--- src/rtl/hcsr04_medidor_param.sv ---
// hcsr04_medidor_param: HC-SR04 trigger/echo controller measuring echo width in rounded centimetres with retry and periodic mode.
module hcsr04_medidor_param #(
  parameter int TRIG_CYCLES    = 500,
  parameter int CM_CYCLES      = 2941,
  parameter int TIMEOUT_CYCLES = 1500000,
  parameter int MAX_RETRY      = 3,
  parameter int HOLDOFF_CYCLES = 3000000,
  parameter int DIST_W         = 12
) (
  input  logic              clock,
  input  logic              reset,
  input  logic              medir,
  input  logic              continuo,
  input  logic              echo,
  output logic              trigger,
  output logic [DIST_W-1:0] distancia,
  output logic              pronto,
  output logic              erro,
  output logic              ocupado,
  output logic [3:0]        db_estado
);
  localparam int TW = $clog2(TRIG_CYCLES);
  localparam int OW = $clog2(TIMEOUT_CYCLES);
  localparam int SW = $clog2(CM_CYCLES);
  localparam int HW = $clog2(HOLDOFF_CYCLES);
  localparam int RW = $clog2(MAX_RETRY + 2);
  typedef enum logic [3:0] {
    INICIAL       = 4'd0,
    PREPARACAO    = 4'd1,
    ENVIA_TRIGGER = 4'd2,
    ESPERA_ECHO   = 4'd3,
    MEDIDA        = 4'd4,
    ARMAZENAMENTO = 4'd5,
    FINAL         = 4'd6,
    ERRO          = 4'd7,
    HOLDOFF       = 4'd8
  } estado_t;
  estado_t state, next;
  logic e1, echo_s;
  logic [TW-1:0] trig_cnt;
  logic [OW-1:0] to_cnt;
  logic [SW-1:0] sub_cnt;
  logic [HW-1:0] hold_cnt;
  logic [RW-1:0] retry;
  logic [DIST_W-1:0] cm_cnt;
  logic [DIST_W:0] rounded;
  logic timeout, counting;
  assign timeout  = to_cnt == OW'(TIMEOUT_CYCLES - 1);
  // The cycle in which ESPERA_ECHO first sees echo_s high is counted too, so width is exact
  assign counting = echo_s && (state == ESPERA_ECHO || state == MEDIDA);
  assign rounded  = {1'b0, cm_cnt} + (DIST_W+1)'(sub_cnt >= SW'(CM_CYCLES / 2));
  assign pronto    = state == FINAL;
  assign ocupado   = state != INICIAL;
  assign db_estado = state > HOLDOFF ? 4'hE : state;
  always_comb begin
    next = state;
    case (state)
      INICIAL:       next = medir ? PREPARACAO : INICIAL;
      PREPARACAO:    next = ENVIA_TRIGGER;
      ENVIA_TRIGGER: next = trig_cnt == TW'(TRIG_CYCLES - 1) ? ESPERA_ECHO : ENVIA_TRIGGER;
      ESPERA_ECHO:   next = echo_s ? MEDIDA : !timeout ? ESPERA_ECHO :
                            retry < RW'(MAX_RETRY) ? PREPARACAO : ERRO;
      MEDIDA:        next = !echo_s ? ARMAZENAMENTO : timeout ? ERRO : MEDIDA;
      ARMAZENAMENTO: next = FINAL;
      FINAL, ERRO:   next = continuo ? HOLDOFF : INICIAL;
      HOLDOFF:       next = !continuo ? INICIAL :
                            hold_cnt == HW'(HOLDOFF_CYCLES - 1) ? PREPARACAO : HOLDOFF;
      default:       next = INICIAL;
    endcase
  end
  always_ff @(posedge clock) begin
    if (reset) begin
      state     <= INICIAL;
      e1        <= 1'b0;
      echo_s    <= 1'b0;
      trigger   <= 1'b0;
      trig_cnt  <= '0;
      to_cnt    <= '0;
      sub_cnt   <= '0;
      cm_cnt    <= '0;
      hold_cnt  <= '0;
      retry     <= '0;
      distancia <= '0;
      erro      <= 1'b0;
    end else begin
      state    <= next;
      e1       <= echo;
      echo_s   <= e1;
      trigger  <= next == ENVIA_TRIGGER;
      trig_cnt <= state == ENVIA_TRIGGER ? trig_cnt + 1'b1 : '0;
      to_cnt   <= (state == ESPERA_ECHO && !echo_s) || state == MEDIDA ? to_cnt + 1'b1 : '0;
      hold_cnt <= state == HOLDOFF ? hold_cnt + 1'b1 : '0;
      if (state == PREPARACAO) begin
        sub_cnt <= '0;
        cm_cnt  <= '0;
      end else if (counting) begin
        sub_cnt <= sub_cnt == SW'(CM_CYCLES - 1) ? '0 : sub_cnt + 1'b1;
        if (sub_cnt == SW'(CM_CYCLES - 1) && cm_cnt != '1) cm_cnt <= cm_cnt + 1'b1;
      end
      if (state == INICIAL || state == HOLDOFF) retry <= '0;
      else if (state == ESPERA_ECHO && !echo_s && timeout && retry < RW'(MAX_RETRY))
        retry <= retry + 1'b1;
      if (state == ARMAZENAMENTO) begin
        distancia <= rounded[DIST_W] ? '1 : rounded[DIST_W-1:0];
        erro      <= 1'b0;
      end else if (state == ERRO) erro <= 1'b1;
    end
  end
endmodule
--- config.mk ---
export PLATFORM = sky130hd
export DESIGN_NAME = hcsr04_medidor_param
export DESIGN_NICKNAME = d
export VERILOG_FILES = /design/src/rtl/hcsr04_medidor_param.sv
export SDC_FILE = /design/constraint.sdc
export NUM_CORES = 1
export LEC_CHECK = 0
export ABC_CLOCK_PERIOD_IN_PS = 6390
export BUFFER_PORTS_ARGS = -buffer_cell sky130_fd_sc_hd__buf_2
export CAP_MARGIN = 20
export CORE_MARGIN = 4
export CORE_UTILIZATION = 30
export DETAILED_ROUTE_END_ITERATION = 8
export GPL_TIMING_DRIVEN = 1
export PLACE_DENSITY = 0.52
export SLEW_MARGIN = 20
export SYNTH_ARGS = -nofsm -noshare
export SYNTH_HDL_FRONTEND = slang
export SYNTH_SLANG_ARGS = --single-unit
--- constraint.sdc ---
create_clock -name clock -period 6.39 [get_ports clock]
set_clock_uncertainty 0.05 [all_clocks]
set_input_delay 1.278 -clock clock [delete_from_list [all_inputs] [get_ports clock]]
set_output_delay 1.278 -clock clock [all_outputs]
set_load 0.1 [all_outputs]
==> impl_table.tex <==
\begin{tabular}{lr}
\hline
Metric & Value \\
\hline
\multicolumn{2}{l}{\textbf{Final layout}} \\
\quad Relative area change from synthesis to final layout & 12.61\% \\
\quad Fraction of layout instances using a drive strength above 1 & 8.492\% \\
\quad Antenna diode count & 0 \\
\quad Final layout net count & 588 \\
\quad Layout Cell Area excl Fill & 5296 um\^{}2 \\
\quad Fill cell total of the finished layout & 1582 \\
\quad Post-route non-filler standard cell count & 788 \\
\multicolumn{2}{l}{\textbf{Logic synthesis}} \\
\quad Number of flip-flops and latches in the synthesized netlist & 99 \\
\quad Dominant combinational cell family by area after synthesis & simple AND/OR/NAND/NOR gates \\
\quad Proportion of register bits with asynchronous set or reset after synthesis & 0\% \\
\quad Fraction of the mapped netlist area in compound gates & 7.555\% \\
\quad Total nets after synthesis & 575 \\
\quad Mapped cell area & 4703 um\^{}2 \\
\quad Number of synthesis warnings & 0 \\
\quad Share of Yosys cell area claimed by the top area cell type & 42.14\% \\
\quad Post-synthesis share of cell area spent on and, or, nand and nor gates & 30.62\% \\
\quad Multiplexer share of the synthesized area & 0.8779\% \\
\quad Ranking of synthesized cells by area & dfxtp\_1, nor2\_1, xnor2\_1 \\
\quad Mapped Cells & 560 \\
\quad Share of the synthesized netlist area taken by xor and xnor gates & 12.48\% \\
\quad Number of synthesized flops with an enable pin & 0 \\
\quad Yosys top cell by area & dfxtp\_1 \\
\quad Number of distinct library cells after synthesis & 47 \\
\quad Leading cell types by count after synthesis & dfxtp\_1, nor2\_1, nand2\_1, xnor2\_1, nand3\_1 \\
\quad Adder-cell share of the synthesized area & 2.660\% \\
\quad Fraction of the yosys area taken by sequential cells & 42.14\% \\
\quad Synthesized area per cell & 8.399 um\^{}2 \\
\quad Dominant synthesized flop cell & dfxtp\_1 \\
\multicolumn{2}{l}{\textbf{Floorplan}} \\
\quad Die H & 133.2 um \\
\quad Number of primary I/O pins & 25 \\
\quad Count of standard-cell rows & 45 \\
\quad Overall die width & 133.2 um \\
\quad Area of the die & 17740 um\^{}2 \\
\quad Initial Util & 30.82\% \\
\quad Floorplan Core Area & 15260 um\^{}2 \\
\multicolumn{2}{l}{\textbf{STA}} \\
\quad Least setup slack across all paths after layout & 3.044 ns \\
\quad Unrepaired setup endpoints after global routing & no \\
\quad Total count of max-transition violations in the final report & 0 \\
\quad Minimum period implied by the final worst setup slack & 3.346 ns \\
\quad Setup Total Neg Slack & 0 ns \\
\quad Final hold viol count & 0 \\
\quad WHS & 0.3899 ns \\
\quad Slew margin rel. & 51.85\% \\
\quad Highest achievable clock rate & 298.8 MHz \\
\quad Worst Tran Pin Value & 0.7197 ns \\
\quad Final setup vio count & 0 \\
\quad Fraction of the cycle the final worst path needs & 52.37\% \\
\multicolumn{2}{l}{\textbf{Worst setup path}} \\
\quad Class of the most critical setup path & reg2out \\
\quad Worst path arrival time & 2.02 ns \\
\quad Required time of the critical path & 5.06 ns \\
\quad Setup crit end kind & primary output \\
\quad CP max-delay cell & dfxtp\_1 \\
\quad Type of element launching the critical path & flop \\
\quad Longest individual stage delay on the worst path & 0.63 ns \\
\quad Worst-path fanout max & 17 \\
\quad Critical-path cell list & nor2b\_1, nand2\_1, nor2\_1, buf\_2 \\
\multicolumn{2}{l}{\textbf{Clocking}} \\
\quad Number of clock sinks seen by CTS & 99 \\
\quad Hold-fix buffers at CTS & 0 \\
\quad Clock tree from TritonCTS & done \\
\quad Number of cells upsized or downsized after cts & 0 \\
\quad Post-CTS clock slew at the launch and capture registers of the worst setup and hold paths & 0.07 ns \\
\quad CTS Root Cell & clkbuf\_16 \\
\quad Max H-tree Level & 3 \\
\quad Buffer count from post-CTS setup fixing & 0 \\
\quad Number of buffers created by CTS & 9 \\
\quad Clock buffer depth & 2 \\
\quad Clock insertion delay at the later pin of the skew report & 0.34 ns \\
\multicolumn{2}{l}{\textbf{Global route}} \\
\quad Number of antenna violations at the first check in global routing & 0 \\
\quad First-pass GRT wire length & 17440 um \\
\quad Gr usage total & 11.85\% \\
\quad Maximum number of pins on one net before global-route repair & 22 \\
\quad Vias in the first global route & 3709 \\
\quad Global route overflow & 0 \\
\multicolumn{2}{l}{\textbf{Power}} \\
\quad Leakage power total & 0.001731 uW \\
\quad Ratio of total power to cell area & 236.1 nW/um\^{}2 \\
\quad Worst voltage drop across the vdd grid & 0.1121 mV \\
\multicolumn{2}{l}{\textbf{Placed design}} \\
\quad Global placer's final weighted congestion & 0.8771 \\
\quad Final HPWL from detailed placement & 7302 um \\
\quad Placed instance area & 4982 um\^{}2 \\
\quad Worst setup timing slack at the placement stage & 3.432 ns \\
\quad Quantity of I/O buffers inserted on ports & 24 \\
\quad Count of placed standard cells including taps & 773 \\
\multicolumn{2}{l}{\textbf{Route}} \\
\quad DRT Wirelength & 10120 um \\
\quad Initial drt markers & 248 \\
\quad Via count & 3826 \\
\quad Detail Route Antenna Nets & 0 \\
\quad Detailed Routing Iterations Pass 1 & 4 \\
\quad Wire length per cell & 12.84 um \\
\quad Post-route DRC & 0 \\
\quad Average via count per standard cell & 4.855 \\
\multicolumn{2}{l}{\textbf{Run}} \\
\quad Max Cap Viol & 0 \\
\multicolumn{2}{l}{\textbf{Status}} \\
\quad Result of the run & complete, no violations \\
\multicolumn{2}{l}{\textbf{Worst hold path}} \\
\quad Class of the tightest hold or removal check & reg2reg \\
\hline
\end{tabular}
[worst paths after layout]
kind	slack [ns]	cells past startpoint	end	startpoint
max reg2reg	3.66	12	distancia[5]	sub_cnt[0]
max	3.04	4	pronto	state[2]
min	0.39	1	echo_s	e1
min reg2reg	0.39	1	echo_s	e1
[power breakdown]
part	internal, uW	switching (uW)	leakage (uW)
clock network	344	223	0.000155
logic	12.1	45.0	0.000778
registers	620	6.13	0.000798
[kinds of logic (layout without fill, tap and decap cells)]
| group | after synthesis | count (layout) |
|---|---|---|
| simple gates | 283 | 283 |
| flops | 99 | 99 |
| xor+xnor | 67 | 67 |
| compound gates | 58 | 58 |
| buf+inv | 39 | 56 |
| fa+ha+maj | 10 | 10 |
| mux | 4 | 4 |
[layer usage]
metal | track usage, % | wire length [um] | up-vias
li1 | - | - | 1969
met2 | 18.48 | 4597 | 50
met5 | 0 | 0 | -
met1 | 15.16 | 4879 | 1786
met4 | 5.714 | 310 | 0
met3 | 3.248 | 330 | 21
[stage by stage]
step | total power, uW | util, %
CTS | 1272 | 34.71
global route | 1299 | 34.71
detailed placement | 697.5 | 32.65
finish | 1250 | 34.71
global placement | 697.4 | 32.65
floorplan | 684.2 | -
[layout by cell type (no fill, tap or decap), types with 13 or more instances in the layout]
| cell type | instances |
|---|---|
| a21oi_1 | 18 |
| buf_2 | 24 |
| dfxtp_1 | 99 |
| inv_1 | 16 |
| nand2_1 | 38 |
| nand3_1 | 31 |
| nand4_1 | 21 |
| nor2_1 | 99 |
| nor3_1 | 17 |
| nor4_1 | 13 |
| o21ai_0 | 14 |
| xnor2_1 | 38 |
| xor2_1 | 29 |
[worst max-delay path: cells and delay by family, from the launching register on]
kind / cells / cell delay, ns
flops: 1 / 0.63
buf+inv: 1 / 0.46
simple gates: 3 / 0.58
[state kept, by name, indices dropped and copies added, names as in the netlist]
name       count
erro           1
to_cnt        21
cm_cnt        12
sub_cnt       12
distancia     12
e1             1
trig_cnt       9
echo_s         1
hold_cnt      22
state          4
trigger        1
retry          3
[area by class of cell]
class	instances	area [um^2]	area share [%]
flip-flops and latches	99	1982	37.42
repair buffers	25	127.6	2.410
clock buffers	14	284.0	5.363
clock inverters	1	30.03	0.5670
well taps	211	264.0	4.985
inverters	16	60.06	1.134
multi-input cells	422	2549	48.12
(Power assumes the default switching activity.)
